File: src/rtl/multicycle_control.sv
// Multi-cycle control FSM for the RV32I core.
// Sequences fetch/decode/execute/memory/writeback, handshakes with a shared
// memory that may stall, traps on unknown opcodes or memory timeouts, and
// counts retired instructions.
module multicycle_control #(
  parameter int TIMEOUT = 16,
  parameter int CNT_W   = 32
) (
  input  logic             clk,
  input  logic             rst_n,
  input  logic [31:0]      instr,
  input  logic             mem_ready,
  output logic             mem_req,
  output logic             mem_we,
  output logic             adr_src,
  output logic             ir_write,
  output logic             pc_write,
  output logic             branch,
  output logic             reg_write,
  output logic [1:0]       alu_src_a,
  output logic [1:0]       alu_src_b,
  output logic [1:0]       alu_op,
  output logic [1:0]       result_src,
  output logic             illegal,
  output logic             bus_err,
  output logic [CNT_W-1:0] instret
);

  typedef enum logic [3:0] {
    S_RST, S_FETCH, S_DECODE, S_MEMADR, S_MEMRD, S_MEMWB, S_MEMWR, S_EXECR,
    S_EXECI, S_ALUWB, S_BRANCH, S_JALR_ADR, S_JUMP, S_LUI, S_AUIPC, S_TRAP
  } state_e;

  // Control word held in flops so every Moore output comes straight from a register.
  typedef struct packed {
    logic       mem_req;
    logic       mem_we;
    logic       adr_src;
    logic       fetch;
    logic       pc_write;
    logic       branch;
    logic       reg_write;
    logic [1:0] alu_src_a;
    logic [1:0] alu_src_b;
    logic [1:0] alu_op;
    logic [1:0] result_src;
  } ctrl_t;

  localparam logic [4:0] OPC_LOAD   = 5'b00000;
  localparam logic [4:0] OPC_STORE  = 5'b01000;
  localparam logic [4:0] OPC_RTYPE  = 5'b01100;
  localparam logic [4:0] OPC_ITYPE  = 5'b00100;
  localparam logic [4:0] OPC_BRANCH = 5'b11000;
  localparam logic [4:0] OPC_JAL    = 5'b11011;
  localparam logic [4:0] OPC_JALR   = 5'b11001;
  localparam logic [4:0] OPC_LUI    = 5'b01101;
  localparam logic [4:0] OPC_AUIPC  = 5'b00101;

  // Counter only has to reach TIMEOUT-1; a disabled timeout lets it wrap harmlessly.
  localparam int               WAIT_W    = (TIMEOUT < 2) ? 1 : $clog2(TIMEOUT + 1);
  localparam bit               TO_EN     = (TIMEOUT > 0);
  localparam logic [WAIT_W-1:0] WAIT_LAST = WAIT_W'((TIMEOUT > 0) ? (TIMEOUT - 1) : 0);

  state_e             state_q, state_d;
  ctrl_t              ctrl_q, ctrl_d;
  logic               illegal_q, illegal_d;
  logic               bus_err_q, bus_err_d;
  logic [WAIT_W-1:0]  wait_q, wait_d;
  logic [CNT_W-1:0]   instret_q, instret_d;
  logic [4:0]         opc_s;
  logic               timeout_s;
  logic               req_entry_s;
  logic               unused_instr_bits;

  assign opc_s             = instr[6:2];
  assign unused_instr_bits = ^{instr[31:7], instr[1:0]};

  // Moore decode of the control word for a given state.
  function automatic ctrl_t decode_ctrl(input state_e s);
    ctrl_t c;
    c = '0;
    case (s)
      S_FETCH: begin
        c.mem_req    = 1'b1;
        c.fetch      = 1'b1;
        c.alu_src_b  = 2'b10;
        c.result_src = 2'b10;
      end
      S_DECODE: begin
        c.alu_src_a = 2'b01;
        c.alu_src_b = 2'b01;
      end
      S_MEMADR: begin
        c.alu_src_a = 2'b10;
        c.alu_src_b = 2'b01;
      end
      S_MEMRD: begin
        c.mem_req = 1'b1;
        c.adr_src = 1'b1;
      end
      S_MEMWB: begin
        c.reg_write  = 1'b1;
        c.result_src = 2'b01;
      end
      S_MEMWR: begin
        c.mem_req = 1'b1;
        c.mem_we  = 1'b1;
        c.adr_src = 1'b1;
      end
      S_EXECR: begin
        c.alu_src_a = 2'b10;
        c.alu_op    = 2'b10;
      end
      S_EXECI: begin
        c.alu_src_a = 2'b10;
        c.alu_src_b = 2'b01;
        c.alu_op    = 2'b11;
      end
      S_LUI: begin
        c.alu_src_a = 2'b11;
        c.alu_src_b = 2'b01;
      end
      S_AUIPC: begin
        c.alu_src_a = 2'b01;
        c.alu_src_b = 2'b01;
      end
      S_ALUWB: begin
        c.reg_write = 1'b1;
      end
      S_BRANCH: begin
        c.alu_src_a = 2'b10;
        c.alu_op    = 2'b01;
        c.branch    = 1'b1;
      end
      S_JALR_ADR: begin
        c.alu_src_a = 2'b10;
        c.alu_src_b = 2'b01;
      end
      S_JUMP: begin
        c.alu_src_a = 2'b01;
        c.alu_src_b = 2'b10;
        c.pc_write  = 1'b1;
      end
      default: begin
        c = '0;
      end
    endcase
    return c;
  endfunction

  // Timeout fires when the last allowed wait cycle passes without mem_ready.
  assign timeout_s = TO_EN && ctrl_q.mem_req && !mem_ready && (wait_q == WAIT_LAST);

  // Next-state, sticky trap flags, wait counter and retire counter.
  always_comb begin
    state_d   = state_q;
    illegal_d = illegal_q;
    bus_err_d = bus_err_q;
    case (state_q)
      S_RST: state_d = S_FETCH;
      S_FETCH: begin
        if (mem_ready) begin
          state_d = S_DECODE;
        end else if (timeout_s) begin
          state_d   = S_TRAP;
          bus_err_d = 1'b1;
        end else begin
          state_d = S_FETCH;
        end
      end
      S_DECODE: begin
        case (opc_s)
          OPC_RTYPE:           state_d = S_EXECR;
          OPC_ITYPE:           state_d = S_EXECI;
          OPC_LOAD, OPC_STORE: state_d = S_MEMADR;
          OPC_BRANCH:          state_d = S_BRANCH;
          OPC_JAL:             state_d = S_JUMP;
          OPC_JALR:            state_d = S_JALR_ADR;
          OPC_LUI:             state_d = S_LUI;
          OPC_AUIPC:           state_d = S_AUIPC;
          default: begin
            state_d   = S_TRAP;
            illegal_d = 1'b1;
          end
        endcase
      end
      S_MEMADR: begin
        if (opc_s == OPC_LOAD) begin
          state_d = S_MEMRD;
        end else begin
          state_d = S_MEMWR;
        end
      end
      S_MEMRD: begin
        if (mem_ready) begin
          state_d = S_MEMWB;
        end else if (timeout_s) begin
          state_d   = S_TRAP;
          bus_err_d = 1'b1;
        end else begin
          state_d = S_MEMRD;
        end
      end
      S_MEMWR: begin
        if (mem_ready) begin
          state_d = S_FETCH;
        end else if (timeout_s) begin
          state_d   = S_TRAP;
          bus_err_d = 1'b1;
        end else begin
          state_d = S_MEMWR;
        end
      end
      S_MEMWB, S_ALUWB, S_BRANCH: state_d = S_FETCH;
      S_EXECR, S_EXECI, S_LUI, S_AUIPC: state_d = S_ALUWB;
      S_JALR_ADR: state_d = S_JUMP;
      S_JUMP:     state_d = S_ALUWB;
      S_TRAP:     state_d = S_TRAP;
      default:    state_d = S_RST;
    endcase

    req_entry_s = (state_d != state_q) &&
                  ((state_d == S_FETCH) || (state_d == S_MEMRD) || (state_d == S_MEMWR));
    if (req_entry_s) begin
      wait_d = '0;
    end else if (ctrl_q.mem_req && !mem_ready) begin
      wait_d = wait_q + WAIT_W'(1);
    end else begin
      wait_d = wait_q;
    end

    if ((state_d == S_FETCH) && (state_q != S_FETCH) && (state_q != S_RST)) begin
      instret_d = instret_q + CNT_W'(1);
    end else begin
      instret_d = instret_q;
    end

    ctrl_d = decode_ctrl(state_d);
  end

  // State, registered control word, trap flags and counters.
  always_ff @(posedge clk or negedge rst_n) begin
    if (!rst_n) begin
      state_q   <= S_RST;
      ctrl_q    <= '0;
      illegal_q <= 1'b0;
      bus_err_q <= 1'b0;
      wait_q    <= '0;
      instret_q <= '0;
    end else begin
      state_q   <= state_d;
      ctrl_q    <= ctrl_d;
      illegal_q <= illegal_d;
      bus_err_q <= bus_err_d;
      wait_q    <= wait_d;
      instret_q <= instret_d;
    end
  end

  assign mem_req    = ctrl_q.mem_req;
  assign mem_we     = ctrl_q.mem_we;
  assign adr_src    = ctrl_q.adr_src;
  // IR load and PC+4 happen on the cycle the fetch completes.
  assign ir_write   = ctrl_q.fetch & mem_ready;
  assign pc_write   = ctrl_q.pc_write | (ctrl_q.fetch & mem_ready);
  assign branch     = ctrl_q.branch;
  assign reg_write  = ctrl_q.reg_write;
  assign alu_src_a  = ctrl_q.alu_src_a;
  assign alu_src_b  = ctrl_q.alu_src_b;
  assign alu_op     = ctrl_q.alu_op;
  assign result_src = ctrl_q.result_src;
  assign illegal    = illegal_q;
  assign bus_err    = bus_err_q;
  assign instret    = instret_q;

endmodule

File: config.mk
export PLATFORM = sky130hd
export DESIGN_NAME = multicycle_control
export DESIGN_NICKNAME = d
export VERILOG_FILES = /design/src/rtl/multicycle_control.sv
export SDC_FILE = /design/constraint.sdc
export NUM_CORES = 1
export LEC_CHECK = 0
export CORE_MARGIN = 2
export CORE_UTILIZATION = 50
export CTS_BUF_LIST = sky130_fd_sc_hd__clkbuf_4 sky130_fd_sc_hd__clkbuf_8
export CTS_CLUSTER_SIZE = 16
export DETAILED_ROUTE_END_ITERATION = 8
export PLACE_DENSITY = 0.82
export SLEW_MARGIN = 20
export SYNTH_ARGS = -nofsm -noshare
export SYNTH_HDL_FRONTEND = slang
export SYNTH_SLANG_ARGS = --single-unit
File: constraint.sdc
create_clock -name clk -period 3.2 [get_ports clk]
set_input_delay 0.48 -clock clk [delete_from_list [all_inputs] [get_ports clk]]
set_output_delay 0.48 -clock clk [all_outputs]
set_load 0.05 [all_outputs]
==> summary.txt <==
Run status
  – Status: complete, no violations

Power and ir drop
  – Net Sw Power: 1.760 mW
  – VDD IR-drop max: 0.0006735 V
  – Clk network pwr share: 0.158
  – Gate power share: 0.561
  – Static leakage: 1.748 nW
  – PD cells: 921.5 mW/mm^2
  – Sequential power share: 0.280
  – Total power: 3.633 mW
  – Internal: 1.874 mW
  – Sw Ratio: 0.4843

Global routing
  – First-pass GRT wire length: 11740 microns
  – Pin count of the biggest net entering global routing: 43
  – Vias in the first global route: 2412
  – Initial antenna violation count: 0
  – GRT Total Usage: 0.2096
  – Gr ovfl total: 0

Clock network
  – # hold bufs at CTS: 0
  – CTS tree: done
  – Clk root buf: clkbuf_8
  – H-Tree Depth: 3
  – Setup bufs post-CTS: 0
  – PostCTS Resize Cnt: 0
  – Worst-Skew Late Latency: 0.34 ns
  – Sink Count: 57
  – CTS Buf Count: 9
  – Max Root-Sink Buffers: 2
  – CTS clock-pin slew for the worst setup and hold paths: 0.07 ns

Logic synthesis
  – Synth top cells by count: 57 x dfrtp_1, 26 x xor2_1, 23 x nand2_1
  – Area share of the largest cell type after synthesis: 0.4545
  – Netlist Area Pre-Place: 0.003138 sq mm
  – Syn Nets: 349
  – Post-synth EDFFs: 0
  – Synthesized flop and latch total: 57
  – Cell taking the most area after synthesis: dfrtp_1
  – Distinct cell type count after synthesis: 55
  – Largest cells by area after synthesis: dfrtp_1 45%, xor2_1 7.3%, nor4_2 3.6%
  – Post-synthesis sequential area ratio: 0.4545
  – Syn avg cell area: 10.09 sq um
  – Cells after Synth: 311
  – Post-synth ARST share: 1.000
  – Synth Flop Type: dfrtp_1
  – Yosys warns: 0
  – Count leader, synth: dfrtp_1

Die
  – Ports: 84
  – Core Box Area: 0.005991 sq mm
  – Std-Cell Rows: 28
  – Die X: 83.22 microns
  – DIE AREA: 0.006926 sq mm
  – Initial core utilization: 0.5238
  – Die Height: 83.22 microns

Worst setup path
  – Crit-path slowest cell: a211oi_1
  – Critical Path AT: 3.19 ns
  – Required @ worst endpoint: 3.42 ns
  – Worst Path Max Fanout: 10
  – Worst Path Class, Setup: flip-flop to flip-flop
  – Max incr delay on CP: 0.46 ns
  – Crit-path most repeated cell: a211oi_1
  – Worst path cell trace: ha_1 -> and3_1 -> ha_1 -> a211o_1 -> a211oi_1 -> a21boi_2 -> or2_2 -> a211oi_1 -> buf_4 -> a211oi_1
  – Worst setup SP type: flip-flop
  – Crit end category: flip-flop

Drt
  – Drt first pass iters: 4
  – DRT iter0 DRCs: 216
  – Post-route antenna net violation count: 0
  – DRC viols: 0
  – DR vias/cell: 5.667
  – Routed len/inst: 15.18 microns
  – WL final: 6846 microns
  – Via count: 2556

Cells and area
  – Layout cell share with drive strength beyond 1: 0.1649
  – # nets final: 409
  – Antenna diodes: 0
  – Fill cells: 477
  – Layout area overhead: 25.64%

STA
  – Slew @ Worst Pin: 0.9514 ns
  – Period utilization: 0.9284
  – Fin. Hold Viols: 0
  – Fmax: 336.6 MHz
  – Post-layout min period: 2.971 ns
  – Max-slew violations: 0
  – Clock Skew: 0.008490 ns
  – Setup Viol. Count Final: 0
  – RSZ-0062 raised after global routing: no
  – TNS Setup: 0 ns
  – Worst rel slew slack: 0.3657

Placed design
  – # port buffers: 56
  – Post-DP HPWL: 4876 microns
  – GP Congestion: 0.8437

Run
  – Max-cap violations: 0

Worst hold path
  – Hold Path Class: input pin to async pin
==> path summary, 6_finish.rpt <==
kind	start	endpoint	slack, ns	depth (start not counted)
min in group clk	illegal	illegal	0.46	1
worst min-delay path	rst_n	adr_src	0.28	1
max in group asynchronous	rst_n	alu_op[0]	2.22	2
worst max register to register	wait_q[0]	wait_q[4]	0.23	10
worst max-delay path	wait_q[0]	wait_q[4]	0.23	10
worst min register to register	illegal	illegal	0.46	1
==> per-stage QoR <==
step / utilization / hold WS, ns / worst slack, ns / instance area (sq um) / cells
2_1_floorplan: - / 0.1844 / 0.4146 / 3138 / 311
3_3_place_gp: 0.6303 / 0.4617 / 0.1168 / 3776 / 435
3_5_place_dp: 0.6303 / 0.4587 / 0.05541 / 3776 / 435
4_1_cts: 0.6581 / 0.3064 / 0.2511 / 3943 / 451
5_1_grt: 0.6581 / 0.3624 / 0.03634 / 3943 / 451
6_report: 0.6581 / 0.2836 / 0.2292 / 3943 / 451
==> cells in the final DEF, fill, tap and decap left out, types with 2 or more instances in the layout <==
cell type / instances
nand2b_1: 3
xor2_1: 26
xnor2_1: 11
nor2b_1: 5
mux2_2: 2
a211oi_1: 4
ha_1: 3
o22ai_1: 2
clkinvlp_4: 2
buf_4: 19
a211o_1: 2
dfrtp_1: 57
a22oi_1: 3
nor4_1: 8
nand3b_1: 3
clkinv_2: 4
or3_1: 3
nand2_1: 23
clkdlybuf4s50_1: 55
nor4_2: 9
and4_1: 2
inv_1: 8
and2_1: 5
nor4b_2: 2
nor3_1: 12
a21oi_1: 7
nand4_1: 13
and3_1: 6
or2_2: 4
nor2_1: 18
clkbuf_8: 9
nand3_1: 17
o21ai_0: 5
==> registers in the layout, indices dropped and copies added, names as in the netlist <==
name        cells
instret        32
wait_q          5
state_q         4
alu_op          2
alu_src_a       2
alu_src_b       2
ctrl_q          2
adr_src         1
branch          1
bus_err         1
illegal         1
mem_req         1
mem_we          1
reg_write       1
result_src      1
==> layer usage <==
layer  vias up  global-route usage  part of all wire
met2        90              0.3196              0.47
met3        13             0.06362             0.054
met4         0             0.08793             0.022
met5         -                   0                 0
li1       1230                   -                 -
met1      1223              0.2781              0.45
==> power by group through the flow <==
stage / Combinational [mW] / Clock, mW / Sequential [mW]
2_1_floorplan: 1.38 / 0 / 1.14
3_3_place_gp: 1.99 / 0 / 1.02
3_5_place_dp: 2.03 / 0 / 1.03
4_1_cts: 2.03 / 0.586 / 1.02
5_1_grt: 2.20 / 0.617 / 1.04
6_report: 2.04 / 0.575 / 1.02
==> kinds of logic (layout without fill, tap and decap cells) <==
| family | Yosys count | in the layout | synth area share |
|---|---|---|---|
| simple gates | 141 | 141 | 0.2711 |
| flops | 57 | 57 | 0.4545 |
| xor+xnor | 38 | 38 | 0.1085 |
| compound gates | 35 | 35 | 0.08493 |
| buf+inv | 34 | 99 | 0.05861 |
| fa+ha+maj | 3 | 3 | 0.01196 |
| mux | 3 | 3 | 0.01037 |
==> cell type report <==
type / count / area (sq um) / share of cell area
Tap cell: 75 / 93.84 / 0.02380
Clock inverter: 6 / 35.03 / 0.008886
Inverter: 8 / 30.03 / 0.007617
Sequential cell: 57 / 1426 / 0.3618
Multi-Input combinational cell: 220 / 1528 / 0.3875
Clock buffer: 10 / 131.4 / 0.03332
Timing Repair Buffer: 75 / 698.2 / 0.1771
==> worst max-delay path: cells and delay by family (launching register included) <==
family	cells	cell delay, ns
AND/OR/NAND/NOR	2	0.49
adder cells (fa/ha/maj)	2	0.46
buffers and inverters	1	0.18
flip-flops	1	0.40
AO/OA/AOI/OAI	5	1.32
(Power assumes the default switching activity.)
